===== config.mk =====
export PLATFORM = sky130hd
export DESIGN_NAME = arbitro_rr
export DESIGN_NICKNAME = d
export VERILOG_FILES = /design/src/rtl/arbitro_rr_pkg.sv /design/src/rtl/arbitro_rr_pick4.sv /design/src/rtl/arbitro_rr.sv
export SDC_FILE = /design/constraint.sdc
export NUM_CORES = 1
export LEC_CHECK = 0
export BUFFER_PORTS_ARGS = -buffer_cell sky130_fd_sc_hd__buf_2
export CAP_MARGIN = 5
export CELL_PAD_IN_SITES_DETAIL_PLACEMENT = 0
export CELL_PAD_IN_SITES_GLOBAL_PLACEMENT = 2
export CORE_ASPECT_RATIO = 0.9
export CORE_MARGIN = 2
export CORE_UTILIZATION = 30
export DETAILED_ROUTE_END_ITERATION = 10
export HOLD_SLACK_MARGIN = 0.1
export PLACE_DENSITY_LB_ADDON = 0.1
export SLEW_MARGIN = 5
export SYNTH_ARGS = -nofsm -noshare
export SYNTH_HDL_FRONTEND = slang
export SYNTH_HIERARCHICAL = 1
export SYNTH_SLANG_ARGS = --single-unit

===== constraint.sdc =====
create_clock -name clk -period 3.3 [get_ports clk]
set_input_delay 0.165 -clock clk [delete_from_list [all_inputs] [get_ports clk]]
set_output_delay 0.165 -clock clk [all_outputs]
set_load 0.05 [all_outputs]

===== src/rtl/arbitro_rr_pkg.sv =====
// Shared constants, FSM encoding and helpers for the round-robin VC scheduler.
package arbitro_rr_pkg;

  localparam int NUM_LANES    = 4;
  localparam int DEF_DATA_W   = 10;
  localparam int DEF_DEST_LSB = 8;
  localparam int DEF_CNT_W    = 5;

  typedef enum logic [1:0] {
    IDLE   = 2'd0,
    ACTIVE = 2'd1,
    STALL  = 2'd2
  } state_e;

  function automatic logic [3:0] onehot4(input logic [1:0] i);
    return 4'b0001 << i;
  endfunction

endpackage


===== src/rtl/arbitro_rr_pick4.sv =====
// Combinational 4-way rotating priority picker: first eligible lane at or after ptr.
module rr_pick4
  import arbitro_rr_pkg::*;
(
  input  logic [3:0] eligible,
  input  logic [1:0] ptr,
  output logic [3:0] onehot,
  output logic [1:0] idx,
  output logic       any
);

  logic [1:0] cand;

  always_comb begin
    onehot = 4'b0000;
    idx    = 2'd0;
    any    = 1'b0;
    cand   = 2'd0;
    for (int k = 0; k < 4; k++) begin
      cand = ptr + 2'(k);
      if (!any && eligible[cand]) begin
        any    = 1'b1;
        idx    = cand;
        onehot = onehot4(cand);
      end
    end
  end

endmodule


===== src/rtl/arbitro_rr.sv =====
// Round-robin scheduler moving FWFT input VC heads to output FIFOs by dest field,
// with almost-full backpressure and per-input word counters readable via req/idx.
module arbitro_rr
  import arbitro_rr_pkg::*;
#(
  parameter int DATA_W   = DEF_DATA_W,
  parameter int DEST_LSB = DEF_DEST_LSB,
  parameter int CNT_W    = DEF_CNT_W
) (
  input  logic              clk,
  input  logic              reset,
  input  logic              init,
  input  logic [3:0]        empty_in,
  input  logic [DATA_W-1:0] data_in0,
  input  logic [DATA_W-1:0] data_in1,
  input  logic [DATA_W-1:0] data_in2,
  input  logic [DATA_W-1:0] data_in3,
  input  logic [3:0]        almost_full_out,
  output logic [3:0]        pop_in,
  output logic [3:0]        push_out,
  output logic [DATA_W-1:0] data_out,
  output logic [1:0]        grant,
  output logic              active,
  input  logic              req,
  input  logic [1:0]        idx,
  output logic [CNT_W-1:0]  cnt_out,
  output logic              cnt_valid
);

  logic [NUM_LANES-1:0][DATA_W-1:0] head;
  logic [NUM_LANES-1:0][1:0]        dest;
  logic [NUM_LANES-1:0][CNT_W-1:0]  cnt;
  logic [NUM_LANES-1:0]             elig;
  logic [1:0]                       ptr;
  logic [1:0]                       win;
  logic                             any_pop;
  logic                             started;
  state_e                           state, next_state;

  assign head = {data_in3, data_in2, data_in1, data_in0};

  // A lane blocked by its own output only masks itself, so no cross-input HOL blocking.
  for (genvar g = 0; g < NUM_LANES; g++) begin : g_lane
    assign dest[g] = head[g][DEST_LSB+1:DEST_LSB];
    assign elig[g] = !empty_in[g] && !almost_full_out[dest[g]] && !init && started;
  end

  rr_pick4 u_pick (
    .eligible (elig),
    .ptr      (ptr),
    .onehot   (pop_in),
    .idx      (win),
    .any      (any_pop)
  );

  // No pops on the first edge after reset release.
  always_ff @(posedge clk or negedge reset) begin
    if (!reset) started <= 1'b0;
    else        started <= 1'b1;
  end

  always_ff @(posedge clk or negedge reset) begin
    if (!reset) begin
      push_out <= '0;
      data_out <= '0;
      grant    <= '0;
      ptr      <= '0;
    end else begin
      push_out <= '0;
      if (any_pop) begin
        push_out <= onehot4(dest[win]);
        data_out <= head[win];
        grant    <= win;
        ptr      <= win + 2'd1;
      end
      if (init) ptr <= '0;
    end
  end

  always_ff @(posedge clk or negedge reset) begin
    if (!reset) begin
      cnt <= '0;
    end else begin
      for (int i = 0; i < NUM_LANES; i++) begin
        if (init)           cnt[i] <= '0;
        else if (pop_in[i]) cnt[i] <= cnt[i] + CNT_W'(1);
      end
    end
  end

  // Read samples the pre-update counter, so same-cycle pop or init is not visible.
  always_ff @(posedge clk or negedge reset) begin
    if (!reset) begin
      cnt_out   <= '0;
      cnt_valid <= 1'b0;
    end else begin
      cnt_valid <= req;
      if (req) cnt_out <= cnt[idx];
    end
  end

  always_ff @(posedge clk or negedge reset) begin
    if (!reset) state <= IDLE;
    else        state <= next_state;
  end

  always_comb begin
    next_state = IDLE;
    if (init)           next_state = IDLE;
    else if (any_pop)   next_state = ACTIVE;
    else if (~&empty_in) next_state = STALL;
  end

  assign active = (state == ACTIVE);

endmodule


==> flow_summary.rst, run 1 <==
.. list-table::
   :header-rows: 1

   * - Metric
     - Value
   * - Static Leak
     - 1.70 nW
   * - Remaining global-route overflow
     - 0
   * - WL final
     - 6880 microns
   * - Residual DRC count
     - 0
   * - Clock tree root driver cell
     - clkbuf_8
   * - Setup repair after global routing missed its margin
     - false
   * - Top post-synthesis cells by count
     - dfrtp_1 (47), nor2_1 (33), mux2_2 (18), mux4_2 (16), xor2_1 (12)
   * - Flop-to-flop setup slack
     - 330 ps
   * - Worst-path cell with the longest stage delay
     - mux4_1
   * - Diode insertion count for antenna repair
     - 0
   * - Routability congestion estimate
     - 0.751
   * - Achievable frequency
     - 0.336 GHz
   * - Logic depth of the worst register-to-register path
     - 8
   * - Synthesized netlist cell count
     - 244
   * - Number of gates resized after CTS
     - 0
   * - Hold path startpoint
     - empty_in[3]
   * - Initial Utilization
     - 0.304
   * - Number of enable-type register cells in the synthesized netlist
     - 0
   * - Multiplexer share of the synthesized area
     - 0.271
   * - Post-layout worst setup margin
     - 325 ps
   * - Synth Area in Compound Gates
     - 0.0668
   * - Synthesis-to-finish area growth
     - 25.9%
   * - Number of warnings issued by yosys
     - 6
   * - Kind of capture point of the worst setup path
     - flip-flop
   * - Final clock period utilization by the worst path
     - 0.901
   * - Mapped Area
     - 2900 sq um
   * - Total number of placement rows
     - 34
   * - Post-synthesis share of cell area spent on full adders, half adders and majority gates
     - 0.0345
   * - IR drop worst, VDD
     - 0.000280 V
   * - R2R Path End
     - data_out[8]
   * - H-tree depth
     - 2
   * - Share of the synthesized area in the top cell type
     - 0.405
   * - Stage delay of the slowest cell on the critical path
     - 700 ps
   * - Clock Sinks
     - 47
   * - Initial DRC Count
     - 96
   * - Remaining number of nets flagged by the antenna check after routing
     - 0
   * - Cells on Worst Hold Path
     - 3
   * - Sw power
     - 659 uW
   * - Ratio of cells with drive above 1 in the final layout
     - 0.454
   * - Number of buffers added on ports
     - 80
   * - Total half-perimeter wirelength after legalization and detailed placement
     - 5190 microns
   * - Number of nets in the layout
     - 401
   * - Critical path fanouts, max
     - 10
   * - Flip-flop and latch count after synthesis
     - 47
   * - Final min period
     - 2970 ps
   * - Total I/O pin count
     - 81
   * - Setup violators final
     - 0
   * - Hold buffers post-CTS
     - 2
   * - Predominant post-synthesis flop cell
     - dfrtp_1
   * - Number of antenna violations at the first check in global routing
     - 0
   * - Clock latency on the worst-skew pair
     - 300 ps
   * - Slew at the pin with the worst max-slew slack
     - 791 ps
   * - Combinational family with the most area after synthesis
     - multiplexers
   * - DR WL/cell
     - 14.8 microns
   * - Detailed-route via count
     - 2250
   * - Worst max-slew margin expressed relative to the limit
     - 0.473
   * - Cell types occupying the most area after synthesis
     - dfrtp_1 (41%), mux4_2 (12%), mux2_2 (7.0%)
   * - Dominant cell type by area after synthesis
     - dfrtp_1
   * - Buffers inserted by post-CTS timing repair
     - 0
   * - Vias in the first global route
     - 2395
   * - Startpoint type of the worst setup path
     - flip-flop
   * - Result of the run
     - complete, no violations
   * - Crit path max-delay family
     - multiplexers
   * - Portion of the post-synthesis area used by sequential elements
     - 0.405
   * - Number of buffers created by CTS
     - 5
   * - Final Slew Violations
     - 0
   * - CTS tree
     - yes
   * - WS Path Type
     - flip-flop to flip-flop
   * - Total negative slack for setup checks
     - 0 ps
   * - Clock slew seen by the registers of the worst setup and hold paths
     - 80 ps
   * - Worst Hold End
     - state[1]
   * - Die span in y
     - 97.3 microns
   * - Clock skew after layout
     - 8.52 ps
   * - Core Region
     - 9530 sq um
   * - GRT Total Usage
     - 0.141
   * - Stages on worst setup path
     - 8
   * - Basic-gate share of the synthesized area counting and, or, nand and nor cells
     - 0.138
   * - Maximum number of pins on one net before global-route repair
     - 35
   * - Xor and xnor fraction of the mapped netlist area
     - 0.0513
   * - Die area
     - 10500 sq um
   * - Worst path cell trace
     - inv_2 -> ha_1 -> mux2_4 -> mux2i_2 -> a21oi_1 -> o2bb2ai_2 -> mux4_1 -> mux2_2
   * - Avg Vias per Cell
     - 4.84
   * - Startpoint of the worst register-to-register path
     - ptr[0]
   * - Number of detailed-routing iterations run before antenna repair
     - 4
   * - Die span in x
     - 108 microns
   * - Sequential share of power
     - 0.400
   * - Post-synth cell types
     - 45
   * - Maximum capacitance violations
     - 0
   * - Share of flip-flops with an asynchronous set or reset
     - 1.00
   * - Placement-stage worst setup slack
     - 204 ps
   * - Library cell with the highest instance count after synthesis
     - dfrtp_1
   * - Power density normalized to cell area
     - 467 nW/um^2
   * - CTS max path bufs
     - 2
   * - Hold Crit Class
     - input port to flip-flop
   * - Crit path buffers/inverters
     - 1
   * - Clock share of power
     - 0.209
   * - First-pass GRT wire length
     - 11700 microns
   * - Data arrival, critical path
     - 3150 ps
   * - Number of failing hold endpoints at the final stage
     - 0
   * - Post-Synthesis Net Count
     - 306
   * - Combinational share of power
     - 0.391
   * - Cell-internal power
     - 1.05 mW
   * - Worst Path Required
     - 3480 ps
   * - Mean Syn Cell Area
     - 11.9 sq um
   * - Sw frac
     - 0.386
[per-layer routing]
layer	share of wire	up-vias	global-route usage	wire, microns
met5	0	-	0	0
met4	0.0078	0	0.0296	54
met3	0.074	5	0.0463	508
met2	0.45	68	0.219	3090
met1	0.47	1084	0.192	3230
li1	-	1093	-	-
[state kept, by name, indices dropped and copies added, names as in the netlist]
signal and flops:
cnt_out 5, state 2, grant 2, cnt 20
push_out 4, data_out 10, ptr 2, cnt_valid 1
started 1
[how the worst max path moves through the flow]
stage	startpoint	endpoint
4_1_cts	ptr[0]	data_out[8]
3_3_place_gp	data_in3[8]	data_out[8]
2_1_floorplan	ptr[0]	data_out[0]
3_5_place_dp	data_in3[8]	data_out[8]
6_report	ptr[0]	data_out[8]
5_1_grt	ptr[0]	data_out[0]
[cells by family (layout without fill, tap and decap cells)]
family,Yosys count,count (layout)
and+or+nand+nor,81,81
xor gates and xnor gates,17,17
DFF,47,47
adders and majority gates,8,8
muxes,49,49
other,1,1
AOI/OAI and AO/OA,25,25
buffers and inverters,16,111
[power groups by stage]
stage                     clock network, mW  logic [mW]  registers [mW]
after floorplan                           0       0.284           0.900
after global placement                    0       0.676           0.695
final                                 0.356       0.667           0.683
after detailed placement                  0       0.676           0.695
after global routing                  0.402       0.720           0.696
after CTS                             0.374       0.678           0.685
[worst register-to-register path: stages, from the launching register on]
cell	delay, ps
dfrtp_1	390
inv_2	160
ha_1	310
mux2_4	350
mux2i_2	200
a21oi_1	110
o2bb2ai_2	350
mux4_1	700
mux2_2	300
[layout make-up]
type | count | area, sq um
fill | 988 | 5880
multi-input combinational | 181 | 1670
sequential | 47 | 1180
timing repair buffer | 99 | 548
tap | 126 | 158
clock buffer | 6 | 82.6
inverter | 5 | 18.8
clock inverter | 1 | 5.00
[per-stage QoR]
stage	hold slack (ps)	instances	utilization	total power [mW]	area, sq um
2_1_floorplan	-131	244	-	1.18	2930
3_3_place_gp	297	456	0.372	1.37	3550
3_5_place_dp	296	456	0.372	1.37	3550
4_1_cts	203	465	0.383	1.74	3650
5_1_grt	199	465	0.383	1.82	3650
6_report	211	465	0.383	1.71	3650
[cells in the final DEF (no fill, tap or decap), types with 7 or more instances in the layout]
cell type  synthesis  layout
mux4_2            16      16
nand2_1           11      11
dfrtp_1           47      47
mux2_2            18      18
and3_1             7       7
xor2_1            12      12
ha_1               8       8
buf_2              4      80
nand4_1            8       8
nor2_1            33      33
buf_4              1      17
(Power assumes the default switching activity.)
==> run 2, diff against run 1 <==
CORE_MARGIN = 4   (was 2)
==> run 2 against run 1 <==
Compared with the run above:
- die area increased by 8.0%
- via count increased by 1.1%
- critical path type unchanged
- critical endpoint is now data_out[2]
- worst hold slack improved by 15 ps
- cell count decreased by 0.86%
- sequential share of layout area unchanged
- wire length increased by 2.4%
- core utilization increased by 0.99 points
- sequential cell count unchanged
- global-route usage decreased by 1.4 points
- first-iteration DRC count decreased by 31%
- clock power increased by 5.9%
==> flow_summary.rst, run 2 (same netlist as run 1, synthesis figures left out) <==
.. list-table::
   :header-rows: 1

   * - Metric
     - Value
   * - Largest registers
     - cnt (20), data_out (10), cnt_out (5) (unchanged)
   * - Ratio of cells with drive above 1 in the final layout
     - 0.451 (was 0.454)
   * - First-pass GRT wire length
     - 11600 microns (was 11700 microns)
   * - Number of nets in the layout
     - 400 (was 401)
   * - Setup violators final
     - 0 (unchanged)
   * - Flop-to-flop setup slack
     - 310 ps (was 330 ps)
   * - Clock Sinks
     - 47 (unchanged)
   * - Critical path fanouts, max
     - 9 (was 10)
   * - Smallest hold slack
     - 226 ps (was 211 ps)
   * - Static Leak
     - 1.70 nW (about the same)
   * - Final min period
     - 2990 ps (was 2970 ps)
   * - Clock share of power
     - 0.218 (was 0.209)
   * - Crit path max-delay family
     - multiplexers (unchanged)
   * - Power density normalized to cell area
     - 474 nW/um^2 (was 467 nW/um^2)
   * - Die span in x
     - 112 microns (was 108 microns)
   * - Number of flip-flops under the largest register name
     - 20 (unchanged)
   * - Filler instances
     - 919 (was 988)
   * - Clock slew seen by the registers of the worst setup and hold paths
     - 80 ps (about the same)
   * - Startpoint type of the worst setup path
     - flip-flop (unchanged)
   * - Achievable frequency
     - 0.334 GHz (was 0.336 GHz)
   * - Stage delay of the slowest cell on the critical path
     - 490 ps (was 700 ps)
   * - Number of buffers added on ports
     - 80 (unchanged)
   * - Remaining number of nets flagged by the antenna check after routing
     - 0 (unchanged)
   * - Commonest cells after routing, fill and taps aside
     - buf_2 (80), dfrtp_1 (47), nor2_1 (33), mux2_2 (18) (was buf_2 (80), dfrtp_1 (47), nor2_1 (33), mux2_2 (18), buf_4 (17))
   * - DR WL/cell
     - 15.3 microns (was 14.8 microns)
   * - Worst path cell trace
     - inv_1 -> ha_1 -> mux2_4 -> mux2i_2 -> a21oi_1 -> o2bb2ai_2 -> buf_4 -> mux4_2 -> mux2_2 (was inv_2 -> ha_1 -> mux2_4 -> mux2i_2 -> a21oi_1 -> o2bb2ai_2 -> mux4_1 -> mux2_2)
   * - Final Slew Violations
     - 0 (unchanged)
   * - Avg Vias per Cell
     - 4.93 (was 4.84)
   * - Sequential share of power
     - 0.396 (was 0.400)
   * - Data arrival, critical path
     - 3170 ps (was 3150 ps)
   * - Core Region
     - 9290 sq um (was 9530 sq um)
   * - Maximum capacitance violations
     - 0 (unchanged)
   * - Area of all sequential standard cells
     - 1180 sq um (unchanged)
   * - Clock latency on the worst-skew pair
     - 290 ps (was 300 ps)
   * - Routability congestion estimate
     - 0.829 (was 0.751)
   * - Worst Path Required
     - 3480 ps (about the same)
   * - Detailed-route via count
     - 2275 (was 2250)
   * - Hold Crit Class
     - input port to flip-flop (unchanged)
   * - Kind of capture point of the worst setup path
     - flip-flop (unchanged)
   * - Residual DRC count
     - 0 (unchanged)
   * - Biggest register
     - cnt (unchanged)
   * - Total half-perimeter wirelength after legalization and detailed placement
     - 5400 microns (was 5190 microns)
   * - Combinational share of power
     - 0.386 (was 0.391)
   * - Worst max-slew margin expressed relative to the limit
     - 0.287 (was 0.473)
   * - Crit path from
     - ptr[1] (was ptr[0])
   * - Total number of placement rows
     - 33 (was 34)
   * - Cell-internal power
     - 1.07 mW (was 1.05 mW)
   * - IR drop worst, VDD
     - 0.000228 V (was 0.000280 V)
   * - Result of the run
     - complete, no violations (unchanged)
   * - Number of detailed-routing iterations run before antenna repair
     - 4 (unchanged)
   * - Total negative slack for setup checks
     - 0 ps (unchanged)
   * - End-of-flow core utilization
     - 0.393 (was 0.383)
   * - Synthesis-to-finish area growth
     - 25.9% (unchanged)
   * - CTS tree
     - yes (unchanged)
   * - Die area
     - 11300 sq um (was 10500 sq um)
   * - Clock tree root driver cell
     - clkbuf_8 (unchanged)
   * - GRT Total Usage
     - 0.127 (was 0.141)
   * - Sw power
     - 660 uW (was 659 uW)
   * - Initial Utilization
     - 0.312 (was 0.304)
   * - Setup repair after global routing missed its margin
     - false (unchanged)
   * - Final total power
     - 1.73 mW (was 1.71 mW)
   * - Sw frac
     - 0.381 (was 0.386)
   * - WL final
     - 7050 microns (was 6880 microns)
   * - CTS max path bufs
     - 2 (unchanged)
   * - Number of failing hold endpoints at the final stage
     - 0 (unchanged)
   * - Hold path startpoint
     - empty_in[3] (unchanged)
   * - Worst-path cell with the longest stage delay
     - mux4_2 (was mux4_1)
   * - Final clock period utilization by the worst path
     - 0.907 (was 0.901)
   * - H-tree depth
     - 2 (unchanged)
   * - Crit path buffers/inverters
     - 2 (was 1)
   * - Number of gates resized after CTS
     - 0 (unchanged)
   * - Remaining global-route overflow
     - 0 (unchanged)
   * - Most common cell after layout, fill and taps aside
     - buf_2 (unchanged)
   * - Startpoint of the worst register-to-register path
     - ptr[1] (was ptr[0])
   * - Total I/O pin count
     - 81 (unchanged)
   * - Number of buffers created by CTS
     - 5 (unchanged)
   * - WS Path Type
     - flip-flop to flip-flop (unchanged)
   * - Initial DRC Count
     - 66 (was 96)
   * - Slew at the pin with the worst max-slew slack
     - 1070 ps (was 791 ps)
   * - Maximum number of pins on one net before global-route repair
     - 48 (was 35)
   * - Die span in y
     - 101 microns (was 97.3 microns)
   * - Total area of multi-input combinational cells
     - 1670 sq um (unchanged)
   * - Diode insertion count for antenna repair
     - 0 (unchanged)
   * - Vias in the first global route
     - 2300 (was 2395)
   * - Number of antenna violations at the first check in global routing
     - 0 (unchanged)
   * - Clock skew after layout
     - 4.97 ps (was 8.52 ps)
## run 2: cell count changes in the layout (fill, tap and decap cells not counted)
cell	before	now
clkbuf_8	6	7
buf_4	17	16
clkinv_2	1	0
clkbuf_1	0	1
## run 2: path summary, 6_finish.rpt
path,cells after the start,endpoint
worst max-delay path,9,data_out[2]
worst min-delay path,3,state[1]
worst max register to register,9,data_out[2]
worst min register to register,1,cnt_out[2]
max in group asynchronous,2,cnt[7]
min in group asynchronous,2,cnt[0]
## run 2: routing by layer
metal  share of wire  wire length [microns]  GRT usage
met1            0.48                   3390      0.170
met2            0.44                   3100      0.204
met3           0.075                    525     0.0400
met4          0.0044                     31     0.0253
met5               0                      0          0
## run 2: area by class of cell
cell class              instances  area share
clock buffers                   8      0.0274
repair buffers                 98       0.148
flip-flops and latches         47       0.322
multi-input cells             181       0.456
inverters                       5     0.00514
well taps                     122      0.0418
## run 2: timing repair
item	in CTS	in global routing
hold buffers	2	0
buffers inserted	0	0
hold endpoints to repair	6	0
## run 2: metrics by stage
step / cells / area [sq um] / setup slack (ps)
after CTS: 461 / 3650 / 250
after global placement: 451 / 3530 / 251
after global routing: 461 / 3650 / 89.8
final: 461 / 3650 / 308
after detailed placement: 451 / 3530 / 225
after floorplan: 244 / 2930 / 37.4
## run 2: power by group through the flow
stage	combinational, mW	sequential [mW]	clock, mW
final	0.669	0.687	0.377
after global routing	0.717	0.698	0.418
after CTS	0.680	0.688	0.395
after detailed placement	0.677	0.697	0
after global placement	0.679	0.695	0
after floorplan	0.284	0.900	0
## run 2: worst register-to-register path: cells and delay by family (launching register included)
family          cells  cell delay (ps)
mux                 4             1330
fa+ha+maj           1              460
compound gates      2              450
flops               1              350
buf+inv             2              300
==> run 3, diff against run 2 <==
CORE_UTILIZATION = 31   (was 30)
CTS_BUF_LIST = sky130_fd_sc_hd__clkbuf_8   (was not set)
==> run 3 against run 2 <==
Compared with the run above:
- clock power grew 34%
- largest cell class unchanged
- first-iteration DRC count grew 29%
- setup slack gained 12 ps
- sequential cell count is the same
- final area grew 1.6%
- sequential share of layout area shrank 0.51 points
- worst hold slack lost 25 ps
==> flow_summary.rst, run 3 (same netlist as run 1, synthesis figures left out) <==
.. list-table::
   :header-rows: 1

   * - Metric
     - Value
   * - Die span in y
     - 99.8 microns (was 101 microns)
   * - Vias in the first global route
     - 2324 (was 2300)
   * - Number of failing hold endpoints at the final stage
     - 0 (unchanged)
   * - Result of the run
     - complete, no violations (unchanged)
   * - Number of flip-flops under the largest register name
     - 20 (unchanged)
   * - Final min period
     - 2980 ps (was 2990 ps)
   * - Number of buffers created by CTS
     - 5 (unchanged)
   * - Number of placed instances, taps included
     - 454 (was 451)
   * - Filler instances
     - 901 (was 919)
   * - Die span in x
     - 110 microns (was 112 microns)
   * - Die area
     - 11000 sq um (was 11300 sq um)
   * - Total negative slack for setup checks
     - 0 ps (unchanged)
   * - Worst max-slew margin expressed relative to the limit
     - 0.602 (was 0.287)
   * - Total number of placement rows
     - 33 (unchanged)
   * - Total area of multi-input combinational cells
     - 1670 sq um (unchanged)
   * - Hold Crit Class
     - input port to flip-flop (unchanged)
   * - Startpoint type of the worst setup path
     - flip-flop (unchanged)
   * - DR WL/cell
     - 15.1 microns (was 15.3 microns)
   * - Kind of capture point of the worst setup path
     - flip-flop (unchanged)
   * - Clock Sinks
     - 47 (unchanged)
   * - WS Path Type
     - flip-flop to flip-flop (unchanged)
   * - Initial Utilization
     - 0.318 (was 0.312)
   * - Worst Hold End
     - state[1] (unchanged)
   * - Avg Vias per Cell
     - 4.88 (was 4.93)
   * - Logic depth of the worst register-to-register path
     - 9 (unchanged)
   * - Final total power
     - 1.86 mW (was 1.73 mW)
   * - Number of nets in the layout
     - 403 (was 400)
   * - Remaining global-route overflow
     - 0 (unchanged)
   * - Ratio of cells with drive above 1 in the final layout
     - 0.459 (was 0.451)
   * - Hold buffers post-CTS
     - 2 (unchanged)
   * - Most common cell after layout, fill and taps aside
     - buf_2 (unchanged)
   * - Residual DRC count
     - 0 (unchanged)
   * - Clock latency on the worst-skew pair
     - 300 ps (was 290 ps)
   * - Diode insertion count for antenna repair
     - 0 (unchanged)
   * - Worst path cell trace
     - inv_1 -> ha_1 -> mux2_4 -> mux2i_2 -> a21oi_1 -> o2bb2ai_2 -> buf_4 -> mux4_1 -> mux2_2 (was inv_1 -> ha_1 -> mux2_4 -> mux2i_2 -> a21oi_1 -> o2bb2ai_2 -> buf_4 -> mux4_2 -> mux2_2)
   * - Flop-to-flop setup slack
     - 320 ps (was 310 ps)
   * - Static Leak
     - 1.73 nW (was 1.70 nW)
   * - Startpoint of the worst register-to-register path
     - ptr[1] (unchanged)
   * - Detailed-route via count
     - 2263 (was 2275)
   * - Final instance area
     - 3710 sq um (was 3650 sq um)
   * - Number of antenna violations at the first check in global routing
     - 0 (unchanged)
   * - Clock slew seen by the registers of the worst setup and hold paths
     - 90 ps (was 80 ps)
   * - Critical path fanouts, max
     - 9 (unchanged)
   * - Biggest register
     - cnt (unchanged)
   * - Instance area at placement
     - 3560 sq um (was 3530 sq um)
   * - Power density normalized to cell area
     - 501 nW/um^2 (was 474 nW/um^2)
   * - Setup repair after global routing missed its margin
     - false (unchanged)
   * - H-tree depth
     - 2 (unchanged)
   * - Commonest cells after routing, fill and taps aside
     - buf_2 (80), dfrtp_1 (47), nor2_1 (33), buf_4 (19), mux2_2 (18) (was buf_2 (80), dfrtp_1 (47), nor2_1 (33), mux2_2 (18))
   * - Maximum number of pins on one net before global-route repair
     - 27 (was 48)
   * - Setup violators final
     - 0 (unchanged)
   * - Clock tree root driver cell
     - clkbuf_8 (unchanged)
   * - Clock skew after layout
     - 8.43 ps (was 4.97 ps)
   * - Worst-path cell with the longest stage delay
     - mux4_1 (was mux4_2)
   * - Area of all sequential standard cells
     - 1180 sq um (unchanged)
   * - WL final
     - 7010 microns (was 7050 microns)
   * - Remaining number of nets flagged by the antenna check after routing
     - 0 (unchanged)
   * - CTS max path bufs
     - 2 (unchanged)
   * - Core Region
     - 9130 sq um (was 9290 sq um)
   * - Final Slew Violations
     - 0 (unchanged)
   * - Number of buffers added on ports
     - 80 (unchanged)
   * - IR drop worst, VDD
     - 0.000332 V (was 0.000228 V)
   * - Number of detailed-routing iterations run before antenna repair
     - 4 (unchanged)
   * - Synthesis-to-finish area growth
     - 27.9% (was 25.9%)
   * - Initial DRC Count
     - 85 (was 66)
   * - Total I/O pin count
     - 81 (unchanged)
   * - GRT Total Usage
     - 0.133 (was 0.127)
   * - Largest registers
     - cnt (20), data_out (10), cnt_out (5) (unchanged)
   * - Cells on Worst Hold Path
     - 3 (unchanged)
   * - Hold path startpoint
     - empty_in[3] (unchanged)
   * - Slew at the pin with the worst max-slew slack
     - 598 ps (was 1070 ps)
   * - Stage delay of the slowest cell on the critical path
     - 540 ps (was 490 ps)
   * - Data arrival, critical path
     - 3170 ps (about the same)
   * - Worst Path Required
     - 3490 ps (was 3480 ps)
   * - Routability congestion estimate
     - 0.745 (was 0.829)
   * - R2R Path End
     - data_out[3] (was data_out[2])
   * - Number of gates resized after CTS
     - 0 (unchanged)
   * - First-pass GRT wire length
     - 11600 microns (unchanged)
   * - Crit path max-delay family
     - multiplexers (unchanged)
   * - Total half-perimeter wirelength after legalization and detailed placement
     - 5370 microns (was 5400 microns)
   * - Final clock period utilization by the worst path
     - 0.903 (was 0.907)
   * - CTS tree
     - yes (unchanged)
   * - Smallest hold slack
     - 201 ps (was 226 ps)
   * - Achievable frequency
     - 0.336 GHz (was 0.334 GHz)
   * - Count of non-filler cells in the finished layout
     - 464 (was 461)
   * - Maximum capacitance violations
     - 0 (unchanged)
   * - Crit path buffers/inverters
     - 2 (unchanged)
   * - Buffers inserted by post-CTS timing repair
     - 0 (unchanged)
[run 3: changes by cell type in the layout (fill, tap and decap cells not counted), sizes merged]
| cell | previous run | this run |
|---|---|---|
| buf | 96 | 99 |
| clkinvlp | 0 | 1 |
| clkbuf | 8 | 5 |
| bufinv | 0 | 2 |
[run 3: metrics by stage]
step,setup slack (ps),util
CTS,316,0.407
floorplan,37.4,-
finish,320,0.407
global route,142,0.407
global placement,264,0.390
detailed placement,189,0.390
[run 3: worst max-delay path by stage]
stage          slack [ps]   startpoint  cells after the start           to
6_report              320       ptr[1]                      9  data_out[3]
3_5_place_dp          190  data_in3[8]                     10  data_out[3]
5_1_grt               140       ptr[0]                      9  data_out[3]
2_1_floorplan          40       ptr[0]                     11  data_out[0]
4_1_cts               320       ptr[1]                      9  data_out[3]
3_3_place_gp          260  data_in3[8]                     10  data_out[3]
[run 3: worst reg2reg max path, stage by stage, from the launching register on]
cell and delay, ps:
dfrtp_1 350, inv_1 50, ha_1 490, mux2_4 370
mux2i_2 200, a21oi_1 110, o2bb2ai_2 280, buf_4 230
mux4_1 540, mux2_2 270
[run 3: area by class of cell]
cell class,count,share of cell area
clock inverter,3,0.0182
timing repair buffer,101,0.152
multi-input combinational,181,0.449
sequential,47,0.317
inverter,5,0.00506
tap,122,0.0411
clock buffer,5,0.0185
[run 3: layer usage]
layer | global-route usage | vias to the layer above | wire length, microns
met4 | 0.0173 | 0 | 28
met1 | 0.186 | 1085 | 3340
met5 | 0 | - | 0
met3 | 0.0489 | 4 | 582
met2 | 0.204 | 71 | 3050
li1 | - | 1103 | -
[run 3: where the power goes]
part	switching, mW	total, mW	leakage [nW]	internal, mW
combinational	0.432	0.671	1.04	0.239
clock	0.204	0.506	0.0644	0.302
sequential	0.0390	0.684	0.624	0.645
total	0.675	1.86	1.73	1.19
